--- src/rtl/mem_pkg.sv ---
// Shared encodings for the MEM-stage data-memory access path.
// Latency: n/a; backpressure: n/a.
package mem_pkg;

  localparam logic [2:0] F3_B  = 3'b000;
  localparam logic [2:0] F3_H  = 3'b001;
  localparam logic [2:0] F3_W  = 3'b010;
  localparam logic [2:0] F3_BU = 3'b100;
  localparam logic [2:0] F3_HU = 3'b101;

  typedef enum logic {
    IDLE      = 1'b0,
    RMW_WRITE = 1'b1
  } state_t;

endpackage

--- src/rtl/load_extend.sv ---
// Byte/half lane select with sign or zero extension of a loaded word.
// Latency: combinational; backpressure: none.
module load_extend
  import mem_pkg::*;
(
  input  logic [31:0] word,
  input  logic [1:0]  addr_lo,
  input  logic [2:0]  funct3,
  output logic [31:0] data
);

  logic [7:0]  lane_b;
  logic [15:0] lane_h;

  always_comb begin
    lane_b = word[{addr_lo, 3'b000} +: 8];
    lane_h = word[{addr_lo[1], 4'b0000} +: 16];
    case (funct3)
      F3_B:    data = {{24{lane_b[7]}}, lane_b};
      F3_BU:   data = {24'h0, lane_b};
      F3_H:    data = {{16{lane_h[15]}}, lane_h};
      F3_HU:   data = {16'h0, lane_h};
      F3_W:    data = word;
      default: data = 32'h0;
    endcase
  end

endmodule

--- src/rtl/mem_access_unit.sv ---
// RV32I load/store to word-memory adapter; loads and SW are zero-latency, SB/SH do a 2-cycle RMW.
// Latency: 0 cycles (loads/SW), 1 extra cycle for SB/SH; backpressure: stall held high in the RMW read cycle.
module mem_access_unit
  import mem_pkg::*;
#(
  parameter int ADDR_W = 32,
  parameter int DATA_W = 32
) (
  input  logic              clock,
  input  logic              reset,
  input  logic              req_read,
  input  logic              req_write,
  input  logic [2:0]        funct3,
  input  logic [ADDR_W-1:0] addr,
  input  logic [DATA_W-1:0] wdata,
  output logic [DATA_W-1:0] rdata,
  output logic              stall,
  output logic              access_fault,
  output logic [ADDR_W-1:0] mem_addr,
  output logic              mem_write_en,
  output logic [DATA_W-1:0] mem_write_data,
  input  logic [DATA_W-1:0] mem_read_data
);

  state_t            state_q, state_d;
  logic [ADDR_W-1:0] held_addr_q, held_addr_d;
  logic [DATA_W-1:0] held_word_q, held_word_d;
  logic [DATA_W-1:0] load_word;
  logic [DATA_W-1:0] merged;
  logic [ADDR_W-1:0] word_addr;
  logic              aligned, legal_load, legal_store, load_ok, store_ok, bad_req;

  load_extend u_load_extend (
    .word    (mem_read_data),
    .addr_lo (addr[1:0]),
    .funct3  (funct3),
    .data    (load_word)
  );

  always_comb begin
    word_addr   = {addr[ADDR_W-1:2], 2'b00};
    aligned     = (funct3[1:0] == 2'b00)
                | ((funct3[1:0] == 2'b01) && !addr[0])
                | ((funct3[1:0] == 2'b10) && (addr[1:0] == 2'b00));
    legal_load  = funct3 inside {F3_B, F3_H, F3_W, F3_BU, F3_HU};
    legal_store = funct3 inside {F3_B, F3_H, F3_W};
    load_ok     = req_read && !req_write && legal_load && aligned;
    store_ok    = req_write && !req_read && legal_store && aligned;
    bad_req     = (req_read || req_write) && !load_ok && !store_ok;

    // Only the addressed lane(s) of the current memory word are replaced.
    merged = mem_read_data;
    if (funct3[1:0] == 2'b00)
      merged[{addr[1:0], 3'b000} +: 8] = wdata[7:0];
    else
      merged[{addr[1], 4'b0000} +: 16] = wdata[15:0];
  end

  always_comb begin
    state_d        = state_q;
    held_addr_d    = held_addr_q;
    held_word_d    = held_word_q;
    rdata          = '0;
    stall          = 1'b0;
    access_fault   = 1'b0;
    mem_addr       = word_addr;
    mem_write_en   = 1'b0;
    mem_write_data = '0;
    case (state_q)
      IDLE: begin
        access_fault = bad_req;
        if (load_ok)
          rdata = load_word;
        if (store_ok) begin
          if (funct3 == F3_W) begin
            mem_write_en   = 1'b1;
            mem_write_data = wdata;
          end else begin
            stall       = 1'b1;
            held_addr_d = word_addr;
            held_word_d = merged;
            state_d     = RMW_WRITE;
          end
        end
      end
      RMW_WRITE: begin
        // Core re-presents the held store here, so request inputs are ignored.
        mem_addr       = held_addr_q;
        mem_write_en   = 1'b1;
        mem_write_data = held_word_q;
        state_d        = IDLE;
      end
      default: state_d = IDLE;
    endcase
  end

  always_ff @(posedge clock or posedge reset) begin
    if (reset) begin
      state_q     <= IDLE;
      held_addr_q <= '0;
      held_word_q <= '0;
    end else begin
      state_q     <= state_d;
      held_addr_q <= held_addr_d;
      held_word_q <= held_word_d;
    end
  end

endmodule
--- config.mk ---
export PLATFORM = sky130hd
export DESIGN_NAME = mem_access_unit
export DESIGN_NICKNAME = d
export VERILOG_FILES = /design/src/rtl/mem_pkg.sv /design/src/rtl/load_extend.sv /design/src/rtl/mem_access_unit.sv
export SDC_FILE = /design/constraint.sdc
export NUM_CORES = 1
export LEC_CHECK = 0
export CORE_MARGIN = 2
export CORE_UTILIZATION = 46
export CTS_CLUSTER_SIZE = 40
export DETAILED_ROUTE_END_ITERATION = 10
export GPL_TIMING_DRIVEN = 0
export MAX_ROUTING_LAYER = met4
export PLACE_DENSITY_LB_ADDON = 0.1
export SETUP_SLACK_MARGIN = 0.3
export SKIP_CTS_REPAIR_TIMING = 1
export SLEW_MARGIN = 20
export SYNTH_ARGS = -nofsm -noshare
export SYNTH_HDL_FRONTEND = slang
export SYNTH_SLANG_ARGS = --single-unit
--- constraint.sdc ---
create_clock -name clock -period 7.59 [get_ports clock]
set_input_delay 1.518 -clock clock [delete_from_list [all_inputs] [get_ports clock]]
set_output_delay 1.518 -clock clock [all_outputs]
set_load 0.02 [all_outputs]
# After elaboration in Yosys (flattened, before gate mapping)
# Cells that the tools add are included.
# op_classes
n_addsub	2
n_mul	0
div	0
magnitude_cmp	0
n_eq_ne	6
n_shift	6
n_mux	18
bitwise	4
reduce_logical	22
# op_table
cell	count
$mux 32	6
$pmux 32 s5	1
$bwmux 32	2
$pmux 32 s2	1
$shift 16x7->32 const A	1
$shift 8x7->32 const A	1
$shiftx 16x7->32	1
$shiftx 32x6->16	1
$shiftx 32x6->8	1
$shiftx 8x7->32	1
$neg 5->7	2
$logic_and 1x1->1	10
$eq 3x3->1 const B	2
$mux 1	6
$logic_not 1->1	5
$reduce_bool 5->1	1
$logic_not 2->1	2
$pmux 1 s2	2
$eq 3x1->1 const B	1
$eq 3x2->1 const B	1
$logic_not 3->1	1
$reduce_and 3->1	1
$reduce_bool 3->1	1
$eq 2x1->1 const B	1
other kinds (4)	6
# totals
register_bits	63
latch_bits	0
ramBits	0
rom_bits	0
input_bits	103
output_inout_bits	99
elab_cells	61
n_memories	0

# Longest topological paths before layout
# Gate-level depths: netlist of run 1.
# logic_depth
depth_word	9
ltp_mapped	9
mapped_depth_nobuf	6

# By module
# Synthesis of run 1 repeated with hierarchy kept, for this count alone.
# unflattened
hier_cells	612
hier_area_um2	5078.6
# modules_own_cells
module	n_inst	cells_each	area_per_inst_um2	seq_area_each_um2
mem_access_unit	1	503	4292.9	1576.5
load_extend	1	109	785.8	0.0

# Worst setup path after synthesis of run 1
# Ideal clock, no wire load.
# synth_timing
path_kind	in2out
from	in addr[1]
to	out rdata[21]
arrival_time_ns	3.260
required_time_ns	6.072
slack_ns	2.812
stages	9
path_buffers	3
path_cell_list	buf_2 inv_1 ha_1 nor3b_2 o211ai_2 or2_1 buf_6 buf_6 a21oi_2
# synth_via
elab_chain_cells	6
word_cells_on_any_way	9
cone_classes	2 x shift; 3 x mux; 1 x bitwise; 3 x reduce/logical
# synth_rtl
element	line	source
start, declared	mem_access_unit.sv:14	input logic [ADDR_W-1:0] addr,
parallel branches: the longest is 4 deep, another holds $shiftx 32x6->16	--	
$mux 32 *	mem_access_unit.sv:72	if (load_ok)
$mux 32 *	mem_access_unit.sv:69	case (state_q)
end, declared	mem_access_unit.sv:16	output logic [DATA_W-1:0] rdata,
# Every way passes the cells marked *.

# Final worst setup path of run 1
# layout_timing
from	in addr[1]
to	out rdata[26]
# Same word-level chain as after synthesis.

==> results of run 1 <==
[metrics by stage]
stage	instances	utilization (%)	total power, mW
2_1_floorplan	440	-	0.625
3_3_place_gp	772	69.2	0.760
3_5_place_dp	773	69.5	0.775
4_1_cts	789	71.9	1.12
5_1_grt	789	71.9	1.16
6_report	789	71.9	1.12
[cell type report]
cell class                      count  area, µm²  area share, %
Inverter                           23       88.8           1.29
Clock inverter                      6       92.6           1.34
Multi-Input combinational cell    315       2610           37.8
Sequential cell                    63       1580           22.9
Timing Repair Buffer              200       2010           29.2
Tap cell                          133        166           2.41
Buffer                             39        215           3.12
Clock buffer                       10        138           2.00
[how the worst max path moves through the flow]
| stage | startpoint | end | slack [ps] | cells after the start |
|---|---|---|---|---|
| after floorplan | addr[1] | rdata[21] | 2810 | 9 |
| after global placement | addr[1] | rdata[26] | 1310 | 11 |
| after detailed placement | addr[1] | rdata[26] | 1250 | 11 |
| after CTS | addr[1] | rdata[26] | 1260 | 11 |
| after global routing | addr[1] | rdata[26] | 1110 | 11 |
| final | addr[1] | rdata[26] | 1200 | 11 |
[placed cells by master (no fill, tap or decap), drive strengths merged, types with 7 or more instances in the layout]
master / synthesis / layout
clkdlybuf4s50: 0 / 199
mux2: 69 / 69
dfrtp: 63 / 63
a21oi: 58 / 58
a22o: 48 / 48
clkbuf: 18 / 28
inv: 22 / 23
nand2: 22 / 22
buf: 21 / 22
nor2: 18 / 18
mux2i: 17 / 17
a221o: 16 / 16
a221oi: 16 / 16
a22oi: 8 / 8
a222oi: 7 / 7
[cells in the mapped netlist (2+ instances only)]
library cell,number
o21ai_0,2
mux2_2,69
a221oi_1,16
a221o_1,16
buf_2,10
a22oi_1,8
nor3_1,2
nand2_1,22
ha_1,5
a21oi_2,10
mux2i_1,17
buf_6,5
a22o_1,48
a21boi_1,2
a21oi_1,48
nand3_1,2
nor2b_1,3
dfrtp_1,63
or2_1,2
clkbuf_1,18
inv_1,22
a222oi_1,7
buf_4,5
nor2_1,17
nor3b_2,2
[per-layer routing]
| layer | share of wire, % | global-route usage (%) | up-vias |
|---|---|---|---|
| met5 | 0 | - | - |
| met4 | 2.9 | 12.9 | 0 |
| li1 | - | - | 2114 |
| met2 | 49 | 51.5 | 242 |
| met3 | 7.7 | 4.81 | 42 |
| met1 | 40 | 40.9 | 2275 |
[flip-flops by register name (all words and copies together) (netlist names)]
signal,count
held_word_q,32
held_addr_q,30
state_q,1
[worst max-delay path, stage by stage]
cell and delay, ps:
clkdlybuf4s50_1 540, buf_2 260, inv_1 210, ha_1 450, nor3b_2 300, o211ai_2 240, or2_1 280, buf_6 140
buf_6 150, a21oi_2 120, clkdlybuf4s50_1 640
[power breakdown]
group	switching [mW]	total, mW	internal [mW]
clock network	0.149	0.345	0.195
logic	0.145	0.316	0.171
registers	0.0429	0.456	0.413
total	0.337	1.12	0.779
[logic make-up after synthesis]
| logic type | Yosys count | share of synthesized area [%] |
|---|---|---|
| adder cells (fa/ha/maj) | 5 | 1.40 |
| multiplexers | 86 | 21.1 |
| flip-flops | 63 | 35.2 |
| buffers and inverters | 62 | 6.73 |
| other | 1 | 0.0837 |
| AO/OA/AOI/OAI | 165 | 29.1 |
| AND/OR/NAND/NOR | 57 | 6.37 |
==> reports/metrics.yaml, run 1 <==
status:
  status: "complete, no violations"
clock_tree:
  cts_tree: "yes"
  clock_tree.buffer_depth: 2
  numCtsBuffers: 9
  clk_pin_slew_ps: 70
  clock_latency_ps: 360
  clkSinkCount: 63
  ctsRootBufferMaster: "clkbuf_8"
  htreeDepth: 3
grt:
  grt_pass1_wl_mm: 24.8
  grt_use_total_pct: 32.2
  grt-ovfl-total: 0
  grt_max_degree: 37
  grt_pass1_vias: 4535
  grt_antenna_before_repair: 0
die:
  start_util_pct: 46.7
  core.rowCount: 36
  ios: 202
  die_area_um2: 10500
  die_h_um: 103
  die_w_um: 103
  core_area_um2: 9590
sta:
  hold_slack_ps: 504
  min_period_ps: 6390
  setup_slack_ps: 1200
  finalSetupViolCount: 0
  drv_slew: 0
  finalSetupTns_ps: 0
  fin_worst_skew_ps: 6.10
  finalHoldViolCount: 0
  worst_pin_slew_ps: 1040
  fin_crit_sh_pct: 84.1
  fmax_mhz: 157
  rsz0062_at_grt: "false"
  slew_headroom_pct: 29.9
yosys:
  ys_ff_latch: 63
  ys_types: 43
  synthTopCellsByArea: "dfrtp_1 35%, mux2_2 17%, a22o_1 9.4%"
  yosys_warnings: 0
  ys_seq_area_share_pct: 35.2
  avgSynthCellArea_um2: 10.2
  yosysTopAreaCellShare_pct: 35.2
  ys.flop_type: "dfrtp_1"
  synth_cells: 439
  synth.largest_area_cell: "dfrtp_1"
  synth_area_um2: 4480
  synth-edff-count: 0
  async_flop_share_pct: 100
detailed_routing:
  first_pass_iters: 6
  drt_iter0_markers: 286
  vias_per_cell: 5.92
  drtAntennaViolNets: 0
  via_count: 4673
  drc: 0
  wire_per_inst_um: 20.8
  wl_mm: 16.4
flow_run:
  cap_violations: 0
placement:
  port_buffers: 199
  dpl.hpwl_mm: 12.9
  place_area_um2: 6660
  place_ws_ps: 1250
  gp_congestion: 1.01
layout:
  nFillCells: 756
  areaGrowthSynthToFinish_pct: 53.9
  antenna_cells: 0
  finish.instance_area_um2: 6890
  drive_gt1_share_pct: 19.4
  nets: 759
setup_path:
  worstSetupPathType: "input pin to output pin"
  worst_setup_path_end_kind: "output pin"
  worst_ep_required_time_ps: 6070
  rrSetupSlack_ps: 5550
  worstPathArrival_ps: 4870
  r2r-start: "state_q"
  regToRegEndpoint: "held_word_q[0]"
  crit_fanout: 10
  cp-start-kind: "input pin"
  rr_worst_depth: 5
worst_hold_path:
  hold_end: "held_addr_q[24]"
  worstHoldPathType: "flip-flop to flip-flop"
  whs_path_depth: 1
  holdCritStartpoint: "held_addr_q[24]"
power:
  p_per_area_nw_per_um2: 162
  p_leak_nw: 2.74
  ir_drop_v: 0.000128
No activity file was read; power rests on OpenSTA's default activity.
==> run 2, diff against run 1 <==
Settings changed: CORE_UTILIZATION 46 to 43.
Clock period 7.59 ns to 6.6 ns, I/O delays scaled along.
==> run 2 against run 1 <==
  * Critical path depth stayed put
  * Sequential cell count stayed put
  * Global-route usage is 1.2 points lower
  * Clock skew is 5.8 ps higher
  * Hold slack better by 1.5 ps
  * Clock power is 7.2% higher
  * Register-to-register slack worse by 1100 ps
  * Combinational power is 16% higher
  * Sequential share of layout area hardly changed
  * Die area is 6.7% higher
  * Final cell count is 0.38% higher
  * Critical path type unchanged
==> reports/metrics.yaml, run 2 (synthesis gave the netlist of run 1 again) <==
status:
  status: "complete, no violations"
layout:
  layout_commonest_cell: "clkdlybuf4s50_1"
  mostFrequentLayoutCells: "199 x clkdlybuf4s50_1, 69 x mux2_2, 63 x dfrtp_1, 48 x a21oi_1, 48 x a22o_1"
  seq_area_um2: 1580
  multi_input_area_um2: 2610
  antenna_cells: 0
  largest_register_ffs: 32
  nets: 759
  layoutNonFillerInstCount: 792
  areaGrowthSynthToFinish_pct: 53.8
  top_register: "held_word_q"
  drive_gt1_share_pct: 19.2
  nFillCells: 811
  largestRegisters: "held_word_q x32, held_addr_q x30, state_q x1"
power:
  p_per_area_nw_per_um2: 183
  finalPower_mw: 1.26
  clkPwrFrac_pct: 29.2
  swShare_pct: 30.1
  power_frac_seq_pct: 41.6
  ir_drop_v: 0.000124
  switching_power_uw: 380
  combPwrFrac_pct: 29.1
  intPower_uw: 884
  p_leak_nw: 2.74
worst_hold_path:
  whs_path_depth: 1
  worstHoldPathType: "flip-flop to flip-flop"
flow_run:
  cap_violations: 0
sta:
  min_period_ps: 5920
  fin_worst_skew_ps: 11.9
  hold_slack_ps: 505
  finalSetupTns_ps: 0
  finalHoldViolCount: 0
  fin_crit_sh_pct: 89.7
  drv_slew: 0
  slew_headroom_pct: 36.6
  fmax_mhz: 169
  worst_pin_slew_ps: 943
  rsz0062_at_grt: "false"
  finalSetupViolCount: 0
die:
  die_h_um: 106
  start_util_pct: 43.8
  core_area_um2: 10200
  die_area_um2: 11200
  die_w_um: 106
  ios: 202
  core.rowCount: 37
detailed_routing:
  first_pass_iters: 5
  vias_per_cell: 5.90
  wire_per_inst_um: 21.5
  drc: 0
  drt_iter0_markers: 377
  wl_mm: 17.0
  via_count: 4669
  drtAntennaViolNets: 0
setup_path:
  worst_setup_path_end_kind: "output pin"
  rr_worst_depth: 6
  worstSetupPathType: "input pin to output pin"
  crit_fanout: 10
  worst_ep_required_time_ps: 5280
  worstPathArrival_ps: 4600
  cp-start-kind: "input pin"
placement:
  port_buffers: 199
  gp_congestion: 0.976
  dpl.hpwl_mm: 13.2
  dp.cells: 776
grt:
  grt_pass1_vias: 4677
  grt_use_total_pct: 31.0
  grt_max_degree: 50
  grt_antenna_before_repair: 0
  grt_pass1_wl_mm: 26.1
  grt-ovfl-total: 0
clock_tree:
  htreeDepth: 3
  clk_pin_slew_ps: 70
  clock_tree.buffer_depth: 2
  clkSinkCount: 63
  numCtsBuffers: 9
  cts_tree: "yes"
  clock_latency_ps: 340
  ctsRootBufferMaster: "clkbuf_8"
[run 2: worst max-delay path, stage by stage]
cell	delay (ps)
clkdlybuf4s50_1	560
buf_2	260
inv_1	190
ha_1	440
nor3b_2	300
o211ai_2	220
or2_1	280
buf_6	140
buf_6	150
a21oi_2	110
clkdlybuf4s50_1	630
[run 2: path summary, 6_finish.rpt]
check,start,to,slack [ps]
max,addr[1],rdata[29],680
min,held_addr_q[9],held_addr_q[9],510
max reg2reg,state_q,held_word_q[6],4410
min reg2reg,held_addr_q[9],held_addr_q[9],510
max in group asynchronous,reset,held_word_q[15],4860
min in group asynchronous,reset,held_addr_q[17],1250
[run 2: layout make-up]
cell class	instances	share of cell area (%)
multi-input cells	315	37.8
repair buffers	200	29.3
flip-flops and latches	63	22.9
plain buffers	39	3.12
well taps	136	2.47
clock buffers	10	1.85
inverters	23	1.29
clock inverters	6	1.24
[run 2: per-stage QoR]
step,worst slack (ps),area [µm²],utilization (%)
4_1_cts,696,6890,67.3
5_1_grt,505,6890,67.3
2_1_floorplan,2220,4480,-
6_report,682,6890,67.3
3_3_place_gp,794,6650,65.0
3_5_place_dp,690,6680,65.2
[run 2: power groups by stage]
stage          clock network, mW  logic [mW]  registers [mW]
3_5_place_dp                   0       0.365           0.532
2_1_floorplan                  0       0.206           0.512
3_3_place_gp                   0       0.353           0.526
4_1_cts                    0.375       0.367           0.526
6_report                   0.370       0.368           0.526
5_1_grt                    0.396       0.393           0.536
[run 2: metal layers]
layer / up-vias / share of wire, % / global-route usage (%)
met1: 2264 / 43 / 41.5
met2: 255 / 47 / 48.6
met4: 0 / 2.4 / 9.77
met3: 36 / 7.5 / 4.72
li1: 2114 / - / -
met5: - / 0 / -
==> run 3, diff against run 2 <==
==> constraint.sdc (replaced) <==
create_clock -name clock -period 6.6 [get_ports clock]
set_input_delay 0.66 -clock clock [delete_from_list [all_inputs] [get_ports clock]]
set_output_delay 0.66 -clock clock [all_outputs]
set_load 0.02 [all_outputs]
==> results of run 3 <==
The final DEF is identical to that of run 2. Status: complete, no violations.
Main changes from that run: setup slack after placement 690 ps -> 2010 ps; setup slack after layout 682 ps -> 2000 ps
